`src/rtl/uart_tx_arb.sv`:
```
// ---------------------------------------------------------------------------
// uart_tx_arb
//
// Shares one UART transmitter byte interface between NUM_REQ byte-stream
// requesters (e.g. the core console path and the JTAG debug print path).
// Arbitration is round-robin and packet-granular. Once a requester is
// granted, it keeps the transmitter until its last byte is accepted, so
// lines from different sources never interleave. If a granted requester
// goes quiet mid-packet for TIMEOUT cycles, its grant is forcibly released.
//
// Ports:
//   clk          system clock
//   rst          synchronous active-high reset
//   req_valid_i  per-requester byte valid
//   req_data_i   per-requester byte, requester i at [i*DATA_W +: DATA_W]
//   req_last_i   per-requester "this byte ends the packet"
//   req_ready_o  per-requester accept (only the owner can see ready)
//   tx_valid_o   byte valid towards the UART TX
//   tx_data_o    byte towards the UART TX (zero whenever tx_valid_o is low)
//   tx_ready_i   UART TX accepts the byte
//   grant_o      one-hot current owner, all zero while idle
//   busy_o       high while a requester owns the transmitter
//   timeout_o    one-cycle pulse when a stalled owner is forcibly released
// ---------------------------------------------------------------------------
module uart_tx_arb #(
    parameter int NUM_REQ = 2,
    parameter int DATA_W  = 8,
    parameter int TIMEOUT = 1024,
    parameter int CNT_W   = 11
) (
    input  logic                        clk,
    input  logic                        rst,
    input  logic [NUM_REQ-1:0]          req_valid_i,
    input  logic [NUM_REQ*DATA_W-1:0]   req_data_i,
    input  logic [NUM_REQ-1:0]          req_last_i,
    output logic [NUM_REQ-1:0]          req_ready_o,
    output logic                        tx_valid_o,
    output logic [DATA_W-1:0]           tx_data_o,
    input  logic                        tx_ready_i,
    output logic [NUM_REQ-1:0]          grant_o,
    output logic                        busy_o,
    output logic                        timeout_o
);

    localparam int PTR_W = $clog2(NUM_REQ);

    // One extra bit so that pointer sums can be wrapped modulo NUM_REQ,
    // which need not be a power of two.
    localparam logic [PTR_W:0]   NUM_REQ_EXT = (PTR_W + 1)'(NUM_REQ);
    localparam logic [CNT_W-1:0] CNT_LAST    = CNT_W'((TIMEOUT > 0) ? TIMEOUT - 1 : 0);
    localparam logic [CNT_W-1:0] CNT_MAX     = '1;

    typedef enum logic {
        IDLE,
        LOCKED
    } state_t;

    state_t             state;
    logic [NUM_REQ-1:0] grant;
    logic [PTR_W-1:0]   rr_ptr;
    logic [CNT_W-1:0]   idle_cnt;
    logic               timeout_q;

    logic [PTR_W-1:0]   owner;
    logic               owner_valid;
    logic               owner_last;
    logic [PTR_W:0]     ptr_inc;
    logic [PTR_W-1:0]   next_ptr;

    logic [NUM_REQ-1:0] pick;
    logic [PTR_W:0]     scan_idx;
    logic               found;

    // Decode the one-hot grant into the owner's index and gather the owner's
    // valid/last. With grant all zero (IDLE) the valid/last come out zero.
    always_comb begin
        owner = '0;
        for (int i = 0; i < NUM_REQ; i++) begin
            if (grant[i]) begin
                owner = PTR_W'(i);
            end
        end
        owner_valid = |(req_valid_i & grant);
        owner_last  = |(req_last_i & grant);
    end

    // Pointer value used after any release: the requester after the owner.
    always_comb begin
        ptr_inc = {1'b0, owner} + (PTR_W + 1)'(1);
        if (ptr_inc == NUM_REQ_EXT) begin
            ptr_inc = '0;
        end
        next_ptr = ptr_inc[PTR_W-1:0];
    end

    // Round-robin pick: the first valid requester found scanning upward from
    // rr_ptr, wrapping at NUM_REQ rather than at the next power of two.
    always_comb begin
        pick     = '0;
        found    = 1'b0;
        scan_idx = '0;
        for (int k = 0; k < NUM_REQ; k++) begin
            scan_idx = {1'b0, rr_ptr} + (PTR_W + 1)'(k);
            if (scan_idx >= NUM_REQ_EXT) begin
                scan_idx = scan_idx - NUM_REQ_EXT;
            end
            if (!found && req_valid_i[scan_idx[PTR_W-1:0]]) begin
                pick[scan_idx[PTR_W-1:0]] = 1'b1;
                found                     = 1'b1;
            end
        end
    end

    // Data path is a pure pass-through from the owner. Because grant is zero
    // in IDLE, every output here is naturally zero there, and the AND-OR mux
    // keeps tx_data_o at zero whenever the owner's valid is low.
    always_comb begin
        tx_valid_o = owner_valid;
        tx_data_o  = '0;
        for (int i = 0; i < NUM_REQ; i++) begin
            if (grant[i] && req_valid_i[i]) begin
                tx_data_o = tx_data_o | req_data_i[i*DATA_W +: DATA_W];
            end
        end
        req_ready_o = grant & {NUM_REQ{tx_ready_i}};
    end

    // Arbitration FSM. The inactivity counter only advances while the owner
    // has nothing to offer; a stalled-but-valid owner (UART backpressure)
    // keeps clearing it, so backpressure alone can never force a release.
    // Release on timeout happens only while the owner's valid is low, so no
    // offered byte is ever withdrawn from tx_valid_o.
    always_ff @(posedge clk) begin
        if (rst) begin
            state     <= IDLE;
            grant     <= '0;
            rr_ptr    <= '0;
            idle_cnt  <= '0;
            timeout_q <= 1'b0;
        end else begin
            timeout_q <= 1'b0;
            case (state)
                IDLE: begin
                    if (found) begin
                        grant    <= pick;
                        state    <= LOCKED;
                        idle_cnt <= '0;
                    end
                end
                LOCKED: begin
                    if (owner_valid) begin
                        idle_cnt <= '0;
                        if (tx_ready_i && owner_last) begin
                            state  <= IDLE;
                            grant  <= '0;
                            rr_ptr <= next_ptr;
                        end
                    end else if ((TIMEOUT > 0) && (idle_cnt == CNT_LAST)) begin
                        state     <= IDLE;
                        grant     <= '0;
                        rr_ptr    <= next_ptr;
                        idle_cnt  <= '0;
                        timeout_q <= 1'b1;
                    end else if (idle_cnt != CNT_MAX) begin
                        idle_cnt <= idle_cnt + CNT_W'(1);
                    end
                end
                default: begin
                    state <= IDLE;
                    grant <= '0;
                end
            endcase
        end
    end

    assign grant_o   = grant;
    assign busy_o    = (state == LOCKED);
    assign timeout_o = timeout_q;

endmodule

```
`config.mk`:
```
export PLATFORM = sky130hd
export DESIGN_NAME = uart_tx_arb
export DESIGN_NICKNAME = d
export VERILOG_FILES = /design/src/rtl/uart_tx_arb.sv
export SDC_FILE = /design/constraint.sdc
export NUM_CORES = 1
export LEC_CHECK = 0
export BUFFER_PORTS_ARGS = -buffer_cell sky130_fd_sc_hd__buf_2
export CAP_MARGIN = 20
export CELL_PAD_IN_SITES_DETAIL_PLACEMENT = 1
export CELL_PAD_IN_SITES_GLOBAL_PLACEMENT = 2
export CORE_MARGIN = 2
export CORE_UTILIZATION = 27
export CTS_BUF_LIST = sky130_fd_sc_hd__clkbuf_8
export DETAILED_ROUTE_END_ITERATION = 16
export PLACE_DENSITY = 0.85
export SYNTH_ARGS = -nofsm -noshare
export SYNTH_HDL_FRONTEND = slang
export SYNTH_SLANG_ARGS = --single-unit
```
`constraint.sdc`:
```
create_clock -name clk -period 2.1 [get_ports clk]
set_input_delay 0.315 -clock clk [delete_from_list [all_inputs] [get_ports clk]]
set_output_delay 0.315 -clock clk [all_outputs]
set_load 0.02 [all_outputs]
```
==> flow_summary.ini <==
[yosys]
synthTopCellsByArea = dfxtp_1 (33%), a22o_1 (9.1%), nor2_1 (7.8%)
ys.warnings.count = 0
syn-num-nets = 140
syn_avg_cell_area_um2 = 8.338
synthAdderAreaFrac_pct = 1.294
synthXorXnorAreaFrac_pct = 5.433
synth-compound-area-share_pct = 21.35
synth_area_um2 = 967.2
synth_top_area_share_pct = 33.12
synth.distinct_cells = 34
synthMuxAreaShare_pct = 2.329
synth_seq_area_share_pct = 33.12
synth_top_family_by_area = simple AND/OR/NAND/NOR gates
synthCells = 116
synth_seq_cells = 16
synth_top_area_cell = dfxtp_1
yosys.area_share.simple_pct = 32.34

[worst_setup_path]
rrSetupSlack_ns = 0.23
rr_worst_depth = 5
cp_max_fo = 3
worstPathCellList = ha_1 -> nand4_1 -> or3_4 -> o32ai_2 -> mux2_1
crit_start = idle_cnt[0]
cp-end-kind = flop
cpMaxStageDelayCell = or3_4
required_ns = 2.24
r2r_end = rr_ptr
crit_arrival_ns = 2.01
endpoint = rr_ptr
cpPeakStageDelay_ns = 0.37
critPathKind = reg2reg
reg2reg_from = idle_cnt[0]
cp-start-kind = flop

[layout]
area_growth_pct = 30.27
fin_cells = 202
antenna_cells = 0
layout-drive-gt1-share_pct = 32.69
nNetsFinal = 182
stdcell_area_mm2 = 0.001260
post-route-util_pct = 37.17

[detailed_routing]
remaining_drc_errors = 0
drt-vias-per-instance = 5.228
wirelength_um = 3007
wl_per_cell_um = 14.89
final_antenna_net_count = 0
first_pass_iters = 4
drtIter0Drc = 11
vias = 1056

[timing]
relSlewSlack_pct = 69.74
tightest_slew_ns = 0.4425
rsz0062_at_grt = no
skew_ns = 0.001949
hold_viol = 0
drv_slew = 0
max_freq_mhz = 534.6
setup_viol = 0
setup_tns_ns = 0
period_minus_slack_ns = 1.870
fin_crit_sh_pct = 89.07

[place]
io_buffers = 37
gp_congestion = 0.7162
hpwlAfterDp_um = 2317
placed_cell_area_mm2 = 0.001219
dpl.cell_count = 199

[power]
peakVddDrop_mv = 0.2763
power.density_mw_per_mm2 = 509.6
p_leak_uw = 0.0005422

[run_status]
outcome = completed

[grt]
antenna_found_initial = 0
gr-total-overflow = 0
grt_pass1_wl_um = 5202
grt_max_degree = 12
grt.total_usage_pct = 16.25
grt_pass1_vias = 1086

[clock_tree]
clkTransAtPathRegs_ns = 0.06
htreeDepth = 1
hold_buffers = 0
cts.repair.resized = 0
insertion_delay_ns = 0.26
cts_tree = built
cts_setup_buffers = 0
root_buffer = clkbuf_8
clock_sinks = 16
numCtsBuffers = 3
cts.path.max_buffers = 2

[floorplanning]
rows = 21
start_util_pct = 28.53
io_pins = 38
die_w_um = 63.85
dieHeight_um = 63.85
die-area_mm2 = 0.004077
core_area_mm2 = 0.003390

[min_path]
hold_start = rst
min_path_cells = 2
hold_class = in2reg

[flow_run]
maxCapViolations = 0
==> worst min path at each step <==
stage,slack [ns],endpoint
floorplan,0.48,idle_cnt[1]
global placement,0.49,idle_cnt[1]
detailed placement,0.53,idle_cnt[1]
CTS,0.37,grant_o[1]
global route,0.41,timeout_o
finish,0.37,grant_o[1]
==> layout by cell type (no fill, tap or decap), types with 5 or more instances in the layout <==
cell type  count
xnor2_1        6
nor3_1         8
nor4_1         6
a22o_1        10
buf_2         37
nor2_1        20
dfxtp_1       16
and2_1         5
inv_1          5
==> area by class of cell <==
class | count | area [µm²]
Sequential cell | 16 | 320.3
Tap cell | 46 | 57.56
Clock buffer | 3 | 41.29
Multi-Input combinational cell | 91 | 606.8
Timing Repair Buffer | 41 | 215.2
Inverter | 5 | 18.77
Fill cell | 422 | 2130
==> per-layer routing <==
metal | track usage, % | part of all wire, %
met1 | 19.35 | 43
met2 | 27.08 | 47
met3 | 3.169 | 6.8
met4 | 9.239 | 2.7
met5 | 0 | 0
==> sequential cells by signal, indices dropped and copies added (netlist names) <==
signal / count
busy_o: 1
grant_o: 2
idle_cnt: 11
rr_ptr: 1
timeout_o: 1
==> cell usage after synthesis <==
master,instances
buf_4,1
nand4_1,2
nor2_1,20
a22o_4,1
nand2_1,4
nand3_1,4
or4b_2,1
o21bai_1,1
a2111oi_0,2
nand4_4,1
or3_4,1
ha_1,1
o21ai_2,1
nor3b_1,1
and2_1,5
or3_1,3
a21oi_1,4
buf_2,2
or2_1,1
inv_1,5
o32ai_2,1
mux2_1,1
xnor2_1,6
nor3_1,8
nor2b_1,1
clkbuf_1,1
a21o_1,1
dfxtp_1,16
a22o_1,10
a22oi_1,1
o31ai_1,1
nor4_1,6
o41ai_1,1
mux2_2,1
==> worst max-delay path, delay by kind of cell (launching register included) <==
family | cells | cell delay [ns]
AOI/OAI and AO/OA | 1 | 0.29
adders and majority gates | 1 | 0.22
DFF | 1 | 0.36
muxes | 1 | 0.35
and+or+nand+nor | 2 | 0.52
==> cells by family after synthesis <==
kind of cell / after synthesis
adder cells (fa/ha/maj): 1
XOR/XNOR: 6
AO/OA/AOI/OAI: 24
buffers and inverters: 9
multiplexers: 2
AND/OR/NAND/NOR: 58
flip-flops: 16
==> stage by stage <==
| step | hold slack (ns) | power (µW) | worst slack (ns) |
|---|---|---|---|
| CTS | 0.3670 | 654.0 | 0.2225 |
| floorplan | 0.4775 | 367.8 | 0.3730 |
| finish | 0.3725 | 642.0 | 0.2295 |
| global route | 0.4099 | 674.5 | 0.02961 |
| detailed placement | 0.5255 | 415.2 | 0.2315 |
| global placement | 0.4925 | 412.3 | 0.3079 |
==> power breakdown <==
group          switching [µW]  internal, µW
Combinational            51.3          40.1
Sequential               7.49           309
Clock                     107           128
(Power assumes the default switching activity.)
